==> src/rtl/write_test_sequencer_if.sv <==
// write_test_sequencer_if: host/datapath-facing signals of the write test sequencer.
// master = host/testbench side, slave = sequencer side.
interface write_test_sequencer_if;
  logic        start;
  logic        abort;
  logic [31:0] transfer_words;
  logic        wr_strobe;
  logic        rd_valid;
  logic [31:0] error_count;
  logic        fifo_rst;
  logic        pattern_rst;
  logic        timer_on;
  logic [63:0] clk_counts;
  logic [31:0] words_written;
  logic [31:0] words_checked;
  logic        busy;
  logic        done;
  logic [2:0]  status;
  logic [2:0]  state;

  modport master (
    output start, abort, transfer_words, wr_strobe, rd_valid, error_count,
    input  fifo_rst, pattern_rst, timer_on, clk_counts, words_written, words_checked,
           busy, done, status, state
  );

  modport slave (
    input  start, abort, transfer_words, wr_strobe, rd_valid, error_count,
    output fifo_rst, pattern_rst, timer_on, clk_counts, words_written, words_checked,
           busy, done, status, state
  );
endinterface

==> src/rtl/write_test_sequencer.sv <==
// write_test_sequencer: sequences FIFO/checker reset, cycle-exact write timing and word
// accounting for the pipe-in write throughput test, ending the run once the programmed
// number of words has been written and checked.
// Optional idle-write watchdog is built only when WTS_TIMEOUT_EN is defined.
module write_test_sequencer #(
  parameter int unsigned CLEAR_CYCLES   = 4,
  parameter int unsigned TIMEOUT_CYCLES = 1000000
) (
  input logic                   okClk,
  input logic                   reset_n,
  write_test_sequencer_if.slave bus
);

  typedef enum logic [2:0] {
    StIdle  = 3'd0,
    StClear = 3'd1,
    StArmed = 3'd2,
    StRun   = 3'd3,
    StDrain = 3'd4,
    StDone  = 3'd5
  } state_e;

  localparam logic [2:0] StatOk      = 3'd0;
  localparam logic [2:0] StatErr     = 3'd1;
  localparam logic [2:0] StatAbort   = 3'd2;
  localparam logic [2:0] StatTimeout = 3'd3;
  localparam logic [2:0] StatOverrun = 3'd4;

  localparam logic [31:0] ClearLast  = 32'(CLEAR_CYCLES - 1);
  localparam logic [31:0] TimeoutLim = 32'(TIMEOUT_CYCLES);

  state_e      r_state, w_state_d;
  logic [31:0] r_len, w_len_d;
  logic [31:0] r_clr_cnt, w_clr_cnt_d;
  logic [63:0] r_clk_counts, w_clk_counts_d;
  logic [31:0] r_words_written, w_words_written_d;
  logic [31:0] r_words_checked, w_words_checked_d;
  logic        r_overrun, w_overrun_d;
  logic [2:0]  r_status, w_status_d;
  logic        r_fifo_rst, r_pattern_rst, r_timer_on, r_busy, r_done;

  logic        w_in_run_phase;
  logic [31:0] w_written_inc;
  logic [31:0] w_checked_inc;
  logic        w_timeout;

  assign w_in_run_phase = (r_state == StArmed) || (r_state == StRun) || (r_state == StDrain);
  assign w_written_inc  = r_words_written + 32'd1;
  // Checked count saturates at the latched length.
  assign w_checked_inc  = (bus.rd_valid && (r_words_checked != r_len)) ?
                          r_words_checked + 32'd1 : r_words_checked;

`ifdef WTS_TIMEOUT_EN
  logic [31:0] r_wdog, w_wdog_d;

  // Idle watchdog: any write or checked beat restarts the count.
  always_comb begin
    w_wdog_d  = '0;
    w_timeout = 1'b0;
    if (w_in_run_phase && !(bus.wr_strobe || bus.rd_valid)) begin
      w_wdog_d  = r_wdog + 32'd1;
      w_timeout = (w_wdog_d == TimeoutLim);
    end
  end

  // Watchdog counter register.
  always_ff @(posedge okClk or negedge reset_n) begin
    if (!reset_n) begin
      r_wdog <= '0;
    end else begin
      r_wdog <= w_wdog_d;
    end
  end
`else
  // Watchdog compiled out: a run waits indefinitely (limit kept only as a reference).
  assign w_timeout = (TimeoutLim == 32'd0) && 1'b0;
`endif

  // Next-state, counters and final status.
  always_comb begin
    w_state_d         = r_state;
    w_len_d           = r_len;
    w_clr_cnt_d       = r_clr_cnt;
    w_clk_counts_d    = r_clk_counts;
    w_words_written_d = r_words_written;
    w_words_checked_d = r_words_checked;
    w_overrun_d       = r_overrun;
    w_status_d        = r_status;

    case (r_state)
      StIdle, StDone: begin
        // Abort wins over a coincident start.
        if (bus.start && !bus.abort && (bus.transfer_words != 32'd0)) begin
          w_len_d           = bus.transfer_words;
          w_clr_cnt_d       = '0;
          w_clk_counts_d    = '0;
          w_words_written_d = '0;
          w_words_checked_d = '0;
          w_overrun_d       = 1'b0;
          w_status_d        = StatOk;
          w_state_d         = StClear;
        end
      end
      StClear: begin
        if (bus.abort) begin
          w_state_d  = StDone;
          w_status_d = StatAbort;
        end else if (r_clr_cnt == ClearLast) begin
          w_state_d = StArmed;
        end else begin
          w_clr_cnt_d = r_clr_cnt + 32'd1;
        end
      end
      StArmed: begin
        if (bus.abort) begin
          w_state_d  = StDone;
          w_status_d = StatAbort;
        end else if (w_timeout) begin
          w_state_d  = StDone;
          w_status_d = StatTimeout;
        end else begin
          w_words_checked_d = w_checked_inc;
          // The first write is both counted and timed.
          if (bus.wr_strobe) begin
            w_clk_counts_d    = r_clk_counts + 64'd1;
            w_words_written_d = w_written_inc;
            w_state_d         = (w_written_inc == r_len) ? StDrain : StRun;
          end
        end
      end
      StRun: begin
        if (bus.abort) begin
          w_state_d  = StDone;
          w_status_d = StatAbort;
        end else if (w_timeout) begin
          w_state_d  = StDone;
          w_status_d = StatTimeout;
        end else begin
          w_clk_counts_d    = r_clk_counts + 64'd1;
          w_words_checked_d = w_checked_inc;
          if (bus.wr_strobe) begin
            w_words_written_d = w_written_inc;
            if (w_written_inc == r_len) w_state_d = StDrain;
          end
        end
      end
      StDrain: begin
        if (bus.abort) begin
          w_state_d  = StDone;
          w_status_d = StatAbort;
        end else if (w_timeout) begin
          w_state_d  = StDone;
          w_status_d = StatTimeout;
        end else begin
          w_words_checked_d = w_checked_inc;
          // Writes past the programmed length are flagged, never counted.
          if (bus.wr_strobe) w_overrun_d = 1'b1;
          if (w_checked_inc == r_len) begin
            w_state_d = StDone;
            if (r_overrun || bus.wr_strobe) begin
              w_status_d = StatOverrun;
            end else if (bus.error_count != 32'd0) begin
              w_status_d = StatErr;
            end else begin
              w_status_d = StatOk;
            end
          end
        end
      end
      default: w_state_d = StIdle;
    endcase
  end

  // State and counter registers.
  always_ff @(posedge okClk or negedge reset_n) begin
    if (!reset_n) begin
      r_state         <= StIdle;
      r_len           <= '0;
      r_clr_cnt       <= '0;
      r_clk_counts    <= '0;
      r_words_written <= '0;
      r_words_checked <= '0;
      r_overrun       <= 1'b0;
      r_status        <= StatOk;
    end else begin
      r_state         <= w_state_d;
      r_len           <= w_len_d;
      r_clr_cnt       <= w_clr_cnt_d;
      r_clk_counts    <= w_clk_counts_d;
      r_words_written <= w_words_written_d;
      r_words_checked <= w_words_checked_d;
      r_overrun       <= w_overrun_d;
      r_status        <= w_status_d;
    end
  end

  // Control outputs registered from next state so they align with the state output.
  always_ff @(posedge okClk or negedge reset_n) begin
    if (!reset_n) begin
      r_fifo_rst    <= 1'b0;
      r_pattern_rst <= 1'b0;
      r_timer_on    <= 1'b0;
      r_busy        <= 1'b0;
      r_done        <= 1'b0;
    end else begin
      r_fifo_rst    <= (w_state_d == StClear);
      r_pattern_rst <= (w_state_d == StClear) && (w_clr_cnt_d == ClearLast);
      r_timer_on    <= (w_state_d == StRun);
      r_busy        <= (w_state_d != StIdle) && (w_state_d != StDone);
      r_done        <= (w_state_d == StDone);
    end
  end

  assign bus.fifo_rst      = r_fifo_rst;
  assign bus.pattern_rst   = r_pattern_rst;
  assign bus.timer_on      = r_timer_on;
  assign bus.clk_counts    = r_clk_counts;
  assign bus.words_written = r_words_written;
  assign bus.words_checked = r_words_checked;
  assign bus.busy          = r_busy;
  assign bus.done          = r_done;
  assign bus.status        = r_status;
  assign bus.state         = r_state;

endmodule

==> src/flat_wrapper.sv <==
// flat-port wrapper written by rule: the top's interface ports become plain ports
module write_test_sequencer_flat 
#(
  parameter int unsigned CLEAR_CYCLES   = 4,
  parameter int unsigned TIMEOUT_CYCLES = 1000000
)
  (okClk, reset_n, bus_start, bus_abort, bus_transfer_words, bus_wr_strobe, bus_rd_valid, bus_error_count, bus_fifo_rst, bus_pattern_rst, bus_timer_on, bus_clk_counts, bus_words_written, bus_words_checked, bus_busy, bus_done, bus_status, bus_state);
  write_test_sequencer_if bus_i ();
  input logic okClk;
  input logic reset_n;
  input wire logic [$bits(bus_i.start)-1:0] bus_start;
  input wire logic [$bits(bus_i.abort)-1:0] bus_abort;
  input wire logic [$bits(bus_i.transfer_words)-1:0] bus_transfer_words;
  input wire logic [$bits(bus_i.wr_strobe)-1:0] bus_wr_strobe;
  input wire logic [$bits(bus_i.rd_valid)-1:0] bus_rd_valid;
  input wire logic [$bits(bus_i.error_count)-1:0] bus_error_count;
  output wire logic [$bits(bus_i.fifo_rst)-1:0] bus_fifo_rst;
  output wire logic [$bits(bus_i.pattern_rst)-1:0] bus_pattern_rst;
  output wire logic [$bits(bus_i.timer_on)-1:0] bus_timer_on;
  output wire logic [$bits(bus_i.clk_counts)-1:0] bus_clk_counts;
  output wire logic [$bits(bus_i.words_written)-1:0] bus_words_written;
  output wire logic [$bits(bus_i.words_checked)-1:0] bus_words_checked;
  output wire logic [$bits(bus_i.busy)-1:0] bus_busy;
  output wire logic [$bits(bus_i.done)-1:0] bus_done;
  output wire logic [$bits(bus_i.status)-1:0] bus_status;
  output wire logic [$bits(bus_i.state)-1:0] bus_state;
  assign bus_i.start = bus_start;
  assign bus_i.abort = bus_abort;
  assign bus_i.transfer_words = bus_transfer_words;
  assign bus_i.wr_strobe = bus_wr_strobe;
  assign bus_i.rd_valid = bus_rd_valid;
  assign bus_i.error_count = bus_error_count;
  assign bus_fifo_rst = bus_i.fifo_rst;
  assign bus_pattern_rst = bus_i.pattern_rst;
  assign bus_timer_on = bus_i.timer_on;
  assign bus_clk_counts = bus_i.clk_counts;
  assign bus_words_written = bus_i.words_written;
  assign bus_words_checked = bus_i.words_checked;
  assign bus_busy = bus_i.busy;
  assign bus_done = bus_i.done;
  assign bus_status = bus_i.status;
  assign bus_state = bus_i.state;
  write_test_sequencer #(.CLEAR_CYCLES(CLEAR_CYCLES), .TIMEOUT_CYCLES(TIMEOUT_CYCLES)) u_core (.okClk(okClk), .reset_n(reset_n), .bus(bus_i));
endmodule
==> config.mk <==
export PLATFORM = sky130hd
export DESIGN_NAME = write_test_sequencer_flat
export DESIGN_NICKNAME = d
export VERILOG_FILES = /design/src/rtl/write_test_sequencer_if.sv /design/src/rtl/write_test_sequencer.sv /design/src/flat_wrapper.sv
export SDC_FILE = /design/constraint.sdc
export NUM_CORES = 1
export LEC_CHECK = 0
export BUFFER_PORTS_ARGS = -buffer_cell sky130_fd_sc_hd__buf_4
export CORE_ASPECT_RATIO = 0.7
export CORE_MARGIN = 2
export CORE_UTILIZATION = 64
export CTS_BUF_LIST = sky130_fd_sc_hd__clkbuf_2 sky130_fd_sc_hd__clkbuf_4 sky130_fd_sc_hd__clkbuf_8
export DETAILED_ROUTE_END_ITERATION = 8
export GPL_ROUTABILITY_DRIVEN = 0
export HOLD_SLACK_MARGIN = 0.08
export MAX_ROUTING_LAYER = met4
export PLACE_DENSITY_LB_ADDON = 0.05
export SLEW_MARGIN = 20
export SYNTH_ARGS = -nofsm -noshare
export SYNTH_HDL_FRONTEND = slang
export SYNTH_SLANG_ARGS = --single-unit
==> constraint.sdc <==
create_clock -name okClk -period 8.95 [get_ports okClk]
set_input_delay 0.4475 -clock okClk [delete_from_list [all_inputs] [get_ports okClk]]
set_output_delay 0.4475 -clock okClk [all_outputs]
set_load 0.01 [all_outputs]
# Word-level counts from Yosys, hierarchy flattened
# Index checks and enable logic that the tools add are counted.
# op_classes
n_mux	39
add_sub_neg	4
n_shift	0
n_div	0
bitwise	0
n_mul	0
eq_ne	25
magnitude_cmp	0
reduce_logical	26
# ops
operator	count
$mux W32	8
$mux W64	4
$pmux W32 S2	3
$pmux W64 S3	1
$add A32 B1 Y32 const B	3
$add A64 B1 Y64 const B	1
$eq A32 B2 Y1 const B	2
$eq A32 B32 Y1	2
$reduce_bool A32 Y1	2
$mux W3	16
$ne A32 B32 Y1	1
$pmux W3 S5	1
$ne A2 B2 Y1 const B	7
$reduce_and A4 Y1	3
$eq A3 B2 Y1 const B	3
$eq A3 B3 Y1 const B	3
$pmux W3 S3	1
$reduce_bool A3 Y1	3
$eq A3 B1 Y1 const B	2
$ne A2 B1 Y1 const B	3
$ne A3 B3 Y1 const B	2
$reduce_bool A2 Y1	3
$reduce_or A3 Y1	2
$logic_and A1 B1 Y1	5
9 further kinds	13
# word_totals
regBits	204
mem_bits_ro	0
ram_bits	0
out_inout_bits	139
word_cells	107
memories	0
latch_bits	0

# Longest topological paths before layout
# logic_depth
depth_word	9
mapped_depth	12

# Worst setup path before layout
# Ideal clock, no wire load.
# synth_timing
path_kind	register to register
start	reg u_core.r_words_checked[16] (netlist: u_core.bus.words_checked[16])
end	reg u_core.r_pattern_rst (netlist: u_core.bus.pattern_rst)
period_less_slack_ps	3590
path_buffers	2
path_slack_ps	5360
path_stages_with_launch	12
arrival_ps	3491
setup_ps	99
cell_sequence	dfrtp_1 -> clkbuf_1 -> xnor2_1 -> nand4_1 -> or4_1 -> nor3_4 -> o31ai_1 -> a2111o_1 -> or4_4 -> or3_1 -> buf_2 -> a311oi_1
# synth_between
elab_chain_cells	9
elab_cells_between_ends	10
classes_between	add/sub: 1; eq/ne: 3; mux: 4; reduce/logical: 2
# synth_rtl
element	line	text
start, declared	write_test_sequencer.sv:37	logic [31:0] r_words_checked, w_words_checked_d;
start signal, assigned	write_test_sequencer.sv:191	r_words_checked <= w_words_checked_d;
parallel branches: the longest is 2 deep, another holds $add A32 B1 Y32	n/a	
$mux W32 (*)	write_test_sequencer.sv:50	assign w_checked_inc = (bus.rd_valid && (r_words_checked != r_len)) ?
$eq A32 B32 Y1 (*)	write_test_sequencer.sv:158	if (w_checked_inc == r_len) begin
$mux W3 (*)	write_test_sequencer.sv:158	
$mux W3 (*)	write_test_sequencer.sv:148	if (bus.abort) begin
$pmux W3 S5 (*)	write_test_sequencer.sv:90	case (r_state)
$eq A3 B1 Y1 (*)	write_test_sequencer.sv:207	r_pattern_rst <= (w_state_d == StClear) && (w_clr_cnt_d == ClearLast);
$logic_and A1 B1 Y1 (*)	write_test_sequencer.sv:207	
end signal, assigned	write_test_sequencer.sv:207	
end, declared	write_test_sequencer.sv:40	logic r_fifo_rst, r_pattern_rst, r_timer_on, r_busy, r_done;
# Mark *: on every way between the ends.
# A chain may end at the register's enable or synchronous reset.

# Worst setup path after layout
# layout_timing
start	reg u_core.r_words_checked[3] (netlist: u_core.bus.words_checked[3])
end	reg u_core.r_timer_on (netlist: u_core.bus.timer_on)
# layout_between
elab_chain_cells	8
elab_cells_between_ends	9
classes_between	add/sub: 1; eq/ne: 3; mux: 4; reduce/logical: 1
# layout_rtl
element	line	text
parallel branches: the longest is 2 deep, another holds $add A32 B1 Y32	n/a	
$mux W32 (*)	write_test_sequencer.sv:50	
$eq A32 B32 Y1 (*)	write_test_sequencer.sv:158	
$mux W3 (*)	write_test_sequencer.sv:158	
$mux W3 (*)	write_test_sequencer.sv:148	
$pmux W3 S5 (*)	write_test_sequencer.sv:90	
$eq A3 B2 Y1 (*)	write_test_sequencer.sv:208	r_timer_on <= (w_state_d == StRun);
end signal, assigned	write_test_sequencer.sv:208	
end, declared	write_test_sequencer.sv:40	
# Marked as above.

==> results.ini <==
[status]
status = finished, final reports clean

[sta]
skew_ps = 15.7
worst_pin_slew_ps = 1100
final_min_period_over_clock_period = 0.487
timing.setup.tns_ps = 0
period_minus_slack_ps = 4360
hold_violations = 0
drv_slew = 0
rsz0062_at_grt = false
max_freq_ghz = 0.230
worst_slack_ps = 4590
slew_headroom = 0.263
setup_viol = 0

[drt]
ant_nets = 0
via_per_inst = 6.48
finalWirelength_um = 38900
drtIter0Drc = 1697
wl_per_cell_um = 19.8
drc = 0
dr.pass1.iters = 8
vias = 12700

[grt]
use_met1 = 0.540
met2_usage = 0.562
met3_usage = 0.0815
gr-max-usage-layer = met2
grt_use_total = 0.387
grt_pass1_vias = 11600
grt_pass1_wl_um = 61800
overflow = 0
grt_max_degree = 89
grt_antenna_before_repair = 0

[clock_network]
cts_tree = yes
cts_max_level = 2
clock_sinks = 204
cts_buffer_depth = 3
cts-resized-gates = 0
cts_made_buffers = 34
worstSkewPairLatency_ps = 540
ctsRootBufferMaster = clkbuf_8
clk_pin_slew_worst_paths_ps = 60
post_cts_buffers = 0

[worst_setup_path]
critPathCapture = u_core.bus.timer_on
crit_start = u_core.bus.words_checked[3]
r2r_cells = 9
r2r-end = u_core.bus.timer_on
crit_required_ps = 9390
r2r_start = u_core.bus.words_checked[3]
crit_buf_inv = 0
reg2reg_slack_ps = 4590
crit_family = simple AND/OR/NAND/NOR gates
critPathLaunchType = flip-flop
critPathCaptureType = flip-flop
cp_max_fo = 12
cp_num_cells = 9
path_common_cell = nand3_1
cp_cell_sequence = nand4_1 -> nor3_1 -> nand3_1 -> mux2i_1 -> nand3_1 -> a2111o_1 -> or4_4 -> or3_1 -> a311oi_1
critPathArrivalTime_ps = 4790
path_class = flip-flop to flip-flop
cpPeakStageDelay_ps = 840
slowest_stage = nor3_1

[place]
dp_slack_ps = 4750
hpwl_um = 27700
io_buffers = 208
place_area_um2 = 14200

[synth]
yosys-top-cells-area = dfrtp_1, nand2_1, xnor2_1
ys_seq_area_frac = 0.405
synth_area_leader_cell = dfrtp_1
synthesis.nets = 1589
synth_edf_count = 0
ys_warn_count = 0
synth_cell_types = 78
syn_inst = 1515
synth.cell_area_um2 = 12600
synth_common_cells = nand2_1, dfrtp_1, nor2_1
synth_top_area_share = 0.405
synth_ff_type = dfrtp_1
yosysMostFrequentCell = nand2_1
ys_ff_latch = 204
synth_area_per_cell_um2 = 8.32
async_reset_ff_frac = 1.00

[floorplan]
fp.dieH_um = 121
die_width_um = 172
rows = 42
core_um2 = 19100
initial_core_util = 0.661
pin_count = 209
die_area_um2 = 20800

[pwr]
power-per-cell-area_nw_per_um2 = 199
total_leakage_power_nw = 6.70
ir_worst_vdd_mv = 0.131

[min_path]
hold_path.class = input port to flip-flop
min_path_cells = 3

[layout]
fin_util = 0.785
antenna_cells = 0
final_area_um2 = 15000
nets = 1751
drive_gt1_frac = 0.179
area_delta_synth_final_pct = 18.9

[run]
max_cap_viol_count = 0

-- per-layer routing --
metal  share of wire  wire length, um  vias to the layer above
li1                -                -                     5772
met1            0.41            16100                     6022
met2            0.44            17000                      797
met3            0.11             4210                      155
met4           0.042             1630                        0
met5               0                0                        -
-- kinds of logic (layout without fill, tap and decap cells) --
group,count (synthesis),after routing,synth area share
AND/OR/NAND/NOR,724,724,0.286
buffers and inverters,117,304,0.0378
multiplexers,12,12,0.00963
XOR/XNOR,159,159,0.112
adder cells (fa/ha/maj),4,4,0.00397
AO/OA/AOI/OAI,295,295,0.146
flip-flops,204,204,0.405
-- power breakdown --
| group | leakage, nW | total (mW) | switching (mW) | internal, mW |
|---|---|---|---|---|
| clock network | 0.408 | 0.923 | 0.399 | 0.525 |
| logic | 3.51 | 0.860 | 0.515 | 0.345 |
| registers | 2.78 | 1.19 | 0.175 | 1.02 |
| total | 6.70 | 2.98 | 1.09 | 1.89 |
-- final cells by class --
cell class                 instances  area [um^2]
clock inverter                     7         70.1
clock buffer                      54          693
inverter                          23         86.3
fill                            1365         4090
timing repair buffer             220         1660
multi-input combinational       1194         7040
tap                              264          330
sequential                       204         5100
-- worst register-to-register path: stages (launching register included) --
cell and delay [ps]:
dfrtp_1 550, nand4_1 520, nor3_1 850, nand3_1 300
mux2i_1 230, nand3_1 90, a2111o_1 420, or4_4 530
or3_1 470, a311oi_1 300
-- through the flow --
step                power, mW  instances  hold slack, ps
CTS                      2.95       1966            87.7
floorplan                1.73       1515             152
global route             3.11       1966             117
detailed placement       2.03       1904             518
global placement         2.01       1904             499
finish                   2.98       1966             107
-- placed cells by master, fill, tap and decap left out, types with 11 or more instances in the layout --
master | Yosys | routed
a21oi_1 | 43 | 43
a31oi_1 | 26 | 26
and2_1 | 22 | 22
and3_1 | 33 | 33
and4_1 | 16 | 16
buf_4 | 1 | 218
clkbuf_8 | 0 | 47
dfrtp_1 | 204 | 204
inv_1 | 23 | 23
mux2i_1 | 11 | 11
nand2_1 | 218 | 218
nand3_1 | 76 | 76
nand4_1 | 56 | 56
nor2_1 | 154 | 154
nor3_1 | 31 | 30
nor4_1 | 42 | 42
o21ai_0 | 124 | 124
o31ai_1 | 29 | 29
o41ai_1 | 11 | 11
or3_1 | 19 | 19
or4_1 | 15 | 15
xnor2_1 | 79 | 79
xor2_1 | 78 | 78
-- how the worst min path moves through the flow --
stage,endpoint,from
2_1_floorplan,u_core.bus.busy,reset_n
3_3_place_gp,u_core.r_overrun,u_core.r_overrun
3_5_place_dp,u_core.r_clr_cnt[21],u_core.r_clr_cnt[21]
4_1_cts,u_core.r_len[9],bus_transfer_words[9]
5_1_grt,u_core.r_len[9],bus_transfer_words[9]
6_report,u_core.r_len[9],bus_transfer_words[9]
-- state kept, by name, summed over array words and instances (netlist names) --
signal / cells
u_core.r_overrun: 1
u_core.bus.busy: 1
u_core.r_len: 32
u_core.bus.done: 1
u_core.r_clr_cnt: 32
u_core.bus.timer_on: 1
u_core.bus.pattern_rst: 1
u_core.bus.state: 3
u_core.bus.clk_counts: 64
u_core.bus.status: 3
u_core.bus.words_checked: 32
u_core.bus.fifo_rst: 1
u_core.bus.words_written: 32
-- what timing repair did --
action | CTS | global route
hold endpoints to repair | 86 | 0
hold buffers | 1 | 0
endpoints found under the setup margin | 0 | 0
Note: power is estimated with default switching activity, not from simulation.
